## config.mk

```make
export PLATFORM = sky130hd
export DESIGN_NAME = fb_arbiter
export DESIGN_NICKNAME = d
export VERILOG_FILES = /design/src/rtl/fb_arbiter.sv
export SDC_FILE = /design/constraint.sdc
export NUM_CORES = 1
export LEC_CHECK = 0
export BUFFER_PORTS_ARGS = -buffer_cell sky130_fd_sc_hd__buf_2
export CAP_MARGIN = 40
export CORE_UTILIZATION = 37
export CTS_BUF_LIST = sky130_fd_sc_hd__clkbuf_2
export DETAILED_ROUTE_END_ITERATION = 7
export PLACE_DENSITY_LB_ADDON = 0.05
export SLEW_MARGIN = 20
export SYNTH_ARGS = -nofsm -noshare
export SYNTH_HDL_FRONTEND = slang
export SYNTH_SLANG_ARGS = --single-unit
```

## constraint.sdc

```tcl
create_clock -name clk -period 3.3 [get_ports clk]
set_input_delay 0.33 -clock clk [delete_from_list [all_inputs] [get_ports clk]]
set_output_delay 0.33 -clock clk [all_outputs]
set_load 0.02 [all_outputs]
```

## src/rtl/fb_arbiter.sv

```systemverilog
// fb_arbiter: single-port frame-buffer arbiter between scan-out reads and a pixel writer,
// with a two-stage pixel pipeline that keeps colour and sync aligned.
module fb_arbiter #(
  parameter int FB_W = 160,
  parameter int FB_H = 120,
  parameter int SCALE_SHIFT = 2,
  parameter bit BLANK_WR_ONLY = 1'b0
) (
  input  logic        clk,
  input  logic        reset,
  input  logic        pix_tick,
  input  logic [9:0]  pix_x,
  input  logic [9:0]  pix_y,
  input  logic        ledOn,
  input  logic        h_sync_in,
  input  logic        v_sync_in,
  input  logic        wr_req,
  input  logic [14:0] wr_addr,
  input  logic [11:0] wr_data,
  output logic        wr_ack,
  output logic        wr_oob,
  output logic [14:0] mem_addr,
  output logic        mem_we,
  output logic [11:0] mem_wdata,
  input  logic [11:0] mem_rdata,
  output logic [3:0]  vga_r,
  output logic [3:0]  vga_g,
  output logic [3:0]  vga_b,
  output logic        h_sync,
  output logic        v_sync
);
  localparam logic [14:0] W15 = 15'(FB_W);
  localparam logic [14:0] H15 = 15'(FB_H);
  localparam logic [14:0] SZ15 = 15'(FB_W * FB_H);
  logic [14:0] bx, by, disp_addr;
  logic disp, wr_gnt, ack_q, vid_act, s1_v, s1_disp, s1_hs, s1_vs;
  // Grant is combinational so the ack lands in the same cycle; reset masks it.
  always_comb begin
    bx = 15'(pix_x >> SCALE_SHIFT);
    by = 15'(pix_y >> SCALE_SHIFT);
    disp = pix_tick && ledOn && bx < W15 && by < H15;
    disp_addr = by * W15 + bx;
    wr_gnt = !reset && !disp && wr_req && !ack_q && (!BLANK_WR_ONLY || !vid_act);
    wr_ack = wr_gnt;
    mem_we = wr_gnt && wr_addr < SZ15;
    mem_addr = disp ? disp_addr : wr_addr;
    mem_wdata = wr_data;
  end
  always_ff @(posedge clk or posedge reset)
    if (reset) begin
      ack_q <= 1'b0;
      wr_oob <= 1'b0;
      vid_act <= 1'b0;
      s1_v <= 1'b0;
      s1_disp <= 1'b0;
      s1_hs <= 1'b1;
      s1_vs <= 1'b1;
      {vga_r, vga_g, vga_b} <= 12'h0;
      h_sync <= 1'b1;
      v_sync <= 1'b1;
    end else begin
      ack_q <= wr_gnt;
      if (wr_gnt && wr_addr >= SZ15) wr_oob <= 1'b1;
      s1_v <= pix_tick;
      if (pix_tick) begin
        vid_act <= ledOn;
        s1_disp <= disp;
        s1_hs <= h_sync_in;
        s1_vs <= v_sync_in;
      end
      if (s1_v) begin
        {vga_r, vga_g, vga_b} <= s1_disp ? mem_rdata : 12'h0;
        h_sync <= s1_hs;
        v_sync <= s1_vs;
      end
    end
endmodule

```

==> results of run 1 <==
placed cells by master (no fill, tap or decap), types with 2 or more instances in the layout:
| cell type | count |
|---|---|
| nand3_1 | 5 |
| a21o_1 | 2 |
| nand2_1 | 39 |
| nand2b_1 | 3 |
| nor3b_1 | 2 |
| buf_4 | 2 |
| or4_1 | 2 |
| o31ai_1 | 3 |
| a211oi_1 | 3 |
| ha_1 | 15 |
| o21bai_1 | 2 |
| o21ai_1 | 2 |
| a21oi_1 | 2 |
| inv_1 | 24 |
| o21ai_0 | 22 |
| buf_2 | 81 |
| dfstp_2 | 4 |
| nor2_1 | 8 |
| a31oi_1 | 2 |
| nand4_1 | 2 |
| nor2b_1 | 4 |
| xor2_1 | 2 |
| xnor2_1 | 4 |
| a2111oi_1 | 2 |
| and2_1 | 2 |
| clkbuf_2 | 4 |
| fa_1 | 2 |
| mux2_2 | 5 |
| dfrtp_1 | 16 |
power breakdown:
group	total, W	leakage (nW)	internal (W)	switching (W)
Sequential	0.000275	0.253	0.000266	0.00000946
Combinational	0.000285	0.828	0.000122	0.000164
Clock	0.000104	0.0166	0.0000321	0.0000717
worst register-to-register path: stages, from the launching register on:
cell and delay [ns]:
dfrtp_1 0.64, and2_1 0.44, nand2_1 0.10, o21ai_0 0.10
area by class of cell:
class                      instances  area (um2)  share of cell area [%]
clock buffer                       4        20.0                   0.948
timing repair buffer              85         445                    21.1
multi-input combinational        146         985                    46.7
sequential                        20         505                    23.9
tap                               52        65.1                    3.08
inverter                          24        90.1                    4.27
metal layers:
layer  up-vias  wire length [um]  GRT usage [%]
met4         0                59           6.80
met1       712              1760           21.7
met3        10               239           2.91
met2        47              1860           28.2
met5         -                 0              0
li1        833                 -              -
metrics by stage:
| stage | hold slack, ns | std cells | setup WS (ns) |
|---|---|---|---|
| after floorplan | 0.291 | 207 | 0.333 |
| after global placement | 0.460 | 325 | 0.122 |
| after detailed placement | 0.457 | 325 | 0.126 |
| after CTS | 0.131 | 329 | 0.0960 |
| after global routing | 0.154 | 331 | 0.00110 |
| final | 0.182 | 331 | 0.105 |
what timing repair did:
action / 4_1_cts / 5_1_grt
endpoints found under the setup margin: 0 / 1
hold endpoints to repair: 0 / 1
resized for setup: 0 / 2
hold buffers: 0 / 1
sequential cells by signal (all words and copies together), names as in the netlist:
register and cells:
s1_vs 1, wr_oob 1, s1_disp 1, v_sync 1, ack_q 1, s1_hs 1, h_sync 1, vga_g 4
vga_r 4, vga_b 4, s1_v 1
how the worst max path moves through the flow:
stage              from      endpoint  slack, ns  cells after the start
4_1_cts        pix_y[3]  mem_addr[14]        0.1                     11
5_1_grt        pix_y[3]  mem_addr[14]      0.001                     12
2_1_floorplan  pix_y[3]  mem_addr[14]       0.33                      9
3_5_place_dp   pix_y[3]  mem_addr[14]       0.13                     11
3_3_place_gp   pix_y[3]  mem_addr[14]       0.12                     11
6_report       pix_y[3]  mem_addr[14]       0.11                     11
cells by family (layout without fill, tap and decap cells):
logic type / after synthesis / after routing / synth area share, %
simple gates: 72 / 72 / 20.1
xor+xnor: 6 / 6 / 3.12
fa+ha+maj: 17 / 17 / 13.5
compound gates: 46 / 46 / 18.2
flops: 20 / 20 / 30.0
buf+inv: 41 / 113 / 11.8
mux: 5 / 5 / 3.34
==> impl_metrics.toml, run 1 <==
[clocking]
clk_pin_slew_ns = 0.17
clock-sinks = 20
clock_latency_ns = 0.31
cts_root_buf = "clkbuf_2"
cts_tree = "done"
post_cts_buffers = 0
ctsLongestPathBuffers = 2
cts-htree-levels = 1
cts_buffers = 3

[logic_synthesis]
ys_types = 39
async_reset_ff_share_pct = 100
synth_area_mm2 = 0.00169
synthFlopType = "dfrtp_1"
yosysWarnings = 0
syn_nets = 290
postSynthAreaPerCell_um2 = 8.15
synth_top_area_share_pct = 23.7
synth_edf_count = 0
synth_area_leaders = "dfrtp_1 24%, ha_1 11%, nand2_1 8.7%"
yosysTopAreaCell = "dfrtp_1"
yosysMostFrequentCell = "nand2_1"
synthTopCellsByCount = "39 x nand2_1, 24 x inv_1, 22 x o21ai_0"
synth-seq-cells = 20
yosysSeqAreaShare_pct = 30.0
syn_inst = 207

[critical_path]
path_cells = "buf_2, ha_1, ha_1, inv_1, fa_1, nand2b_1, o2bb2ai_1, a2111oi_1, nand4_1, a31oi_1, buf_2"
crit_slowest_cell = "a2111oi_1"
path_delay_family = "compound AO/OA/AOI/OAI gates"
critPathBufInv = 3
arrival_ns = 2.86
critPathMaxFanout = 4
r2r-end = "vga_b[1]$_DFFE_PP0P_"
end_kind = "output port"
cp_data_required_time_ns = 2.97
critPathKind = "in -> out"
timing.rr.start = "s1_v$_DFF_PP0_"
r2r_slack_ns = 1.97
startpoint_type = "input pin"
r2r_cells = 3
crit_path_max_incr_delay_ns = 0.52

[global_routing]
globalRouteTotalUtil_pct = 16.9
antenna_found_initial = 0
grt_overflow = 0
grt_max_degree = 21
grt_pass1_vias = 1469
grt_pass1_wl_um = 6670

[sta]
min_period_ns = 3.19
relSlewSlack_pct = 53.1
tns_ns = 0
period_share_pct = 96.8
tightest_slew_ns = 0.701
rsz0062_at_grt = "false"
hold_violations = 0
max_freq_ghz = 0.313
setup_viol = 0
report.final.slew_viol_count = 0
finalClockSkew_ns = 0.0126

[place]
io_buffers = 81
gp_congestion = 0.761
hpwl_um = 3240
dpl_cell_area_mm2 = 0.00206

[pwr]
p_total_w = 0.000665
power_density_mw_per_mm2 = 315
peakVddDrop_mv = 0.104
leakage_nw = 1.10

[floorplanning]
io_pins = 110
die_area_mm2 = 0.00483
dieWidth_um = 69.5
initial_core_util_pct = 38.7
row_count = 24
core_region_area_mm2 = 0.00435
die_y_um = 69.5

[routing]
vias = 1602
postRouteWirelength_um = 3920
drt_iter0_markers = 76
wl_per_cell_um = 11.8
first_pass_iters = 4
antenna_left = 0
vias_per_cell = 4.84
drc_errors = 0

[final_layout]
drive_gt1_share_pct = 36.6
num_antenna_cells = 0
fin_area_mm2 = 0.00211
fin_util_pct = 48.5
nets = 363
fillers = 444
area_growth_pct = 25.1

[worst_hold_path]
min_path_cells = 1
hold_class = "in -> reg"
min_to = "s1_v$_DFF_PP0_"
hold_path.startpoint = "pix_tick"

[outcome]
run_status = "finished, final reports clean"

[job]
drv_cap = 0
No activity file was read; power rests on OpenSTA's default activity.
==> inputs of run 2 (changes only) <==
--- a/config.mk
+++ b/config.mk
@@ -7,7 +7,9 @@
 export LEC_CHECK = 0
 export BUFFER_PORTS_ARGS = -buffer_cell sky130_fd_sc_hd__buf_2
 export CAP_MARGIN = 40
-export CORE_UTILIZATION = 37
+export CELL_PAD_IN_SITES_DETAIL_PLACEMENT = 1
+export CELL_PAD_IN_SITES_GLOBAL_PLACEMENT = 1
+export CORE_UTILIZATION = 30
 export CTS_BUF_LIST = sky130_fd_sc_hd__clkbuf_2
 export DETAILED_ROUTE_END_ITERATION = 7
 export PLACE_DENSITY_LB_ADDON = 0.05
==> impl_metrics.toml, run 2 (same netlist as run 1, synthesis figures left out) <==
[outcome]
run_status = "finished, final reports clean"

[routing]
first_pass_iters = 4
postRouteWirelength_um = 4470
vias_per_cell = 4.71
drc_errors = 0
vias = 1635
antenna_left = 0
wl_per_cell_um = 12.9
drt_iter0_markers = 42

[final_layout]
fin_util_pct = 40.0
drive_gt1_share_pct = 36.1
layout_common_cells = "81 x buf_2, 39 x nand2_1, 24 x inv_1"
final_common_cell = "buf_2"
nets = 361
num_antenna_cells = 0
area_growth_pct = 24.9

[critical_path]
startpoint_type = "input pin"
r2r_slack_ns = 1.95
path_delay_family = "adder cells"
r2r_cells = 3
critPathBufInv = 4
crit_path_max_incr_delay_ns = 0.45
path_cells = "buf_2, ha_1, ha_1, inv_1, fa_1, nand2b_1, o2bb2ai_1, a2111oi_0, buf_4, nand4_1, a31oi_1, buf_2"
r2r-end = "vga_b[1]$_DFFE_PP0P_"
critPathMaxFanout = 3
arrival_ns = 2.79
crit_slowest_cell = "a2111oi_0"
critPathKind = "in -> out"
timing.rr.start = "s1_v$_DFF_PP0_"
end_kind = "output port"
cp_data_required_time_ns = 2.97

[sta]
relSlewSlack_pct = 50.6
min_period_ns = 3.12
hold_violations = 0
tns_ns = 0
finalClockSkew_ns = 0.0145
period_share_pct = 94.7
tightest_slew_ns = 0.740
report.final.slew_viol_count = 0
max_freq_ghz = 0.320
setup_viol = 0
rsz0062_at_grt = "false"

[clocking]
post_cts_buffers = 0
clock-sinks = 20
postCtsHoldBufs = 0
cts-htree-levels = 1
ctsResizeCount = 0
cts_tree = "done"
cts_root_buf = "clkbuf_2"
ctsLongestPathBuffers = 2
clock_latency_ns = 0.31
clk_pin_slew_ns = 0.19
cts_buffers = 3

[global_routing]
grt_max_degree = 21
grt_pass1_vias = 1742
grt_pass1_wl_um = 7800
globalRouteTotalUtil_pct = 16.0
antenna_found_initial = 0
grt_overflow = 0

[floorplanning]
initial_core_util_pct = 32.0
core_region_area_mm2 = 0.00527
row_count = 26
die_y_um = 77.0
die_area_mm2 = 0.00593
io_pins = 110
dieWidth_um = 77.0

[pwr]
peakVddDrop_mv = 0.0907
leakage_nw = 1.08
power_density_mw_per_mm2 = 313

[place]
io_buffers = 81
gp_congestion = 0.708
hpwl_um = 3840

[worst_hold_path]
hold_class = "in -> async"

[job]
drv_cap = 0
run 2: cell types whose count changed in the layout (fill, tap and decap cells not counted), sizes merged:
| cell | before | now |
|---|---|---|
| buf | 84 | 83 |
| clkbuf | 4 | 3 |
| clkinv | 0 | 1 |
| dlygate4sd3 | 1 | 0 |
run 2: layout make-up:
class / count / area, um2
timing repair buffer: 83 / 420
inverter: 24 / 90.1
clock inverter: 1 / 3.75
sequential: 20 / 505
multi-input combinational: 146 / 983
tap: 70 / 87.6
clock buffer: 3 / 15.0
fill: 713 / 3160
run 2: worst max-delay path by stage:
stage	slack (ns)	from	endpoint	cells past startpoint
after global routing	0.007	pix_y[5]	mem_addr[14]	12
after detailed placement	0.14	pix_y[3]	mem_addr[14]	12
after CTS	0.14	pix_y[3]	mem_addr[14]	12
after floorplan	0.33	pix_y[3]	mem_addr[14]	9
after global placement	0.19	pix_y[3]	mem_addr[14]	12
final	0.18	pix_y[3]	mem_addr[14]	12
run 2: where the power goes:
group	internal [W]	total (W)	switching, W
combinational	0.000120	0.000284	0.000164
clock	0.0000263	0.0000991	0.0000727
sequential	0.000266	0.000276	0.00000994
run 2: stage by stage:
step	hold WS [ns]	cells	power, W	worst slack (ns)	instance area [um2]
finish	0.125	347	0.000659	0.175	2110
global route	0.134	347	0.000715	0.00688	2110
CTS	0.138	347	0.000671	0.143	2100
detailed placement	0.467	343	0.000569	0.144	2090
global placement	0.463	343	0.000565	0.192	2090
floorplan	0.291	207	0.000489	0.333	1690
run 2: layer usage:
| layer | routed length [um] | up-vias | global-route usage, % |
|---|---|---|---|
| met1 | 1970 | 742 | 18.2 |
| li1 | - | 829 | - |
| met5 | 0 | - | 0 |
| met2 | 2190 | 48 | 30.1 |
| met4 | 70 | 0 | 5.66 |
| met3 | 241 | 16 | 2.02 |
==> inputs of run 3 (changes only) <==
--- a/config.mk
+++ b/config.mk
@@ -12,7 +12,7 @@
 export CORE_UTILIZATION = 30
 export CTS_BUF_LIST = sky130_fd_sc_hd__clkbuf_2
 export DETAILED_ROUTE_END_ITERATION = 7
-export PLACE_DENSITY_LB_ADDON = 0.05
+export PLACE_DENSITY_LB_ADDON = 0.1
 export SLEW_MARGIN = 20
 export SYNTH_ARGS = -nofsm -noshare
 export SYNTH_HDL_FRONTEND = slang
==> impl_metrics.toml, run 3 (same netlist as run 1, synthesis figures left out) <==
[sta]
tns_ns = 0
tightest_slew_ns = 0.718
relSlewSlack_pct = 52.1
period_share_pct = 95.2
timing.final.ws_setup_ns = 0.157
max_freq_ghz = 0.318
finalClockSkew_ns = 0.00316
rsz0062_at_grt = "false"
setup_viol = 0
hold_violations = 0
min_period_ns = 3.14
report.final.slew_viol_count = 0

[pwr]
sequentialPowerShare_pct = 37.0
p_total_w = 0.000745
leakage_nw = 1.10
switching_share_pct = 34.0
power_density_mw_per_mm2 = 346
peakVddDrop_mv = 0.187
clkPwrFrac_pct = 24.0
p_int_w = 0.000492
power.net_switching_w = 0.000253
combinationalPowerShare_pct = 39.0

[final_layout]
stdcell_count = 347
layout_common_cells = "80 x buf_2, 39 x nand2_1, 24 x inv_1"
nets = 361
final_common_cell = "buf_2"
drive_gt1_share_pct = 37.5
num_antenna_cells = 0
area_growth_pct = 27.6

[clocking]
cts_tree = "done"
ctsResizeCount = 0
clk_pin_slew_ns = 0.18
clock_latency_ns = 0.31
clock-sinks = 20
cts_buffers = 3
cts_root_buf = "clkbuf_2"
ctsLongestPathBuffers = 2
post_cts_buffers = 0
postCtsHoldBufs = 0
cts-htree-levels = 1

[place]
dp_cells = 343
hpwl_um = 3810
place_ws_ns = 0.0468
gp_congestion = 0.707
io_buffers = 81

[floorplanning]
die_y_um = 77.0
die_area_mm2 = 0.00593
initial_core_util_pct = 32.0
row_count = 26
io_pins = 110
dieWidth_um = 77.0
core_region_area_mm2 = 0.00527

[worst_hold_path]
hold_class = "in -> async"

[global_routing]
grt_max_degree = 21
grt_pass1_wl_um = 7690
grt_pass1_vias = 1659
globalRouteTotalUtil_pct = 16.1
antenna_found_initial = 0
grt_overflow = 0

[outcome]
run_status = "finished, final reports clean"

[routing]
drc_errors = 0
first_pass_iters = 4
wl_per_cell_um = 12.9
drt_iter0_markers = 58
vias_per_cell = 4.76
postRouteWirelength_um = 4490
vias = 1652
antenna_left = 0

[critical_path]
startpoint_type = "input pin"
arrival_ns = 2.81
cp_data_required_time_ns = 2.97
critPathKind = "in -> out"
critPathMaxFanout = 3
end_kind = "output port"

[job]
drv_cap = 0
[run 3: changes by cell type in the layout (fill, tap and decap cells not counted), sizes merged]
| cell | before | now |
|---|---|---|
| bufinv | 0 | 1 |
| clkinv | 1 | 0 |
[run 3: path summary, 6_finish.rpt]
kind | slack [ns] | endpoint | startpoint | cells after the start
hold / removal | 0.11 | vga_r[2]$_DFFE_PP0P_ | reset | 2
min in group clk | 0.16 | s1_v$_DFF_PP0_ | pix_tick | 1
max in group asynchronous | 2.75 | vga_b[0]$_DFFE_PP0P_ | reset | 2
setup reg to reg | 1.96 | vga_b[3]$_DFFE_PP0P_ | s1_v$_DFF_PP0_ | 3
setup / recovery | 0.16 | mem_addr[13] | pix_y[3] | 11
hold reg to reg | 0.50 | wr_oob$_DFFE_PP0P_ | wr_oob$_DFFE_PP0P_ | 1
[run 3: power by group through the flow]
stage	Sequential, W	Combinational [W]	Clock [W]
after global placement	0.000280	0.000284	0
after global routing	0.000279	0.000327	0.000194
final	0.000276	0.000291	0.000179
after floorplan	0.000293	0.000196	0
after detailed placement	0.000280	0.000287	0
after CTS	0.000276	0.000288	0.000184
[run 3: layout make-up]
class                           count  area, um2
Clock buffer                        3       15.0
Clock inverter                      1       30.0
Fill cell                         696       3120
Inverter                           24       90.1
Multi-Input combinational cell    146       1000
Sequential cell                    20        505
Tap cell                           70       87.6
Timing Repair Buffer               83        423
[run 3: routing by layer]
layer	GRT usage (%)	up-vias	share of wire (%)
met1	19.9	745	45
met2	28.4	56	48
met4	5.85	0	2.2
met5	0	-	0
li1	-	830	-
met3	1.90	21	4.8
[run 3: critical path, stage by stage]
cell and delay [ns]:
buf_2 0.12, ha_1 0.29, ha_1 0.24, inv_1 0.08
fa_1 0.45, inv_1 0.10, o2111a_1 0.22, nand2_1 0.08
or4_1 0.49, a31oi_2 0.23, buf_4 0.18
[run 3: stage by stage]
step | hold WS [ns] | cell area [um2] | util [%]
floorplan | 0.291 | 1690 | -
global placement | 0.458 | 2090 | 39.6
detailed placement | 0.463 | 2090 | 39.6
CTS | 0.118 | 2130 | 40.4
global route | 0.128 | 2150 | 40.8
finish | 0.106 | 2150 | 40.8
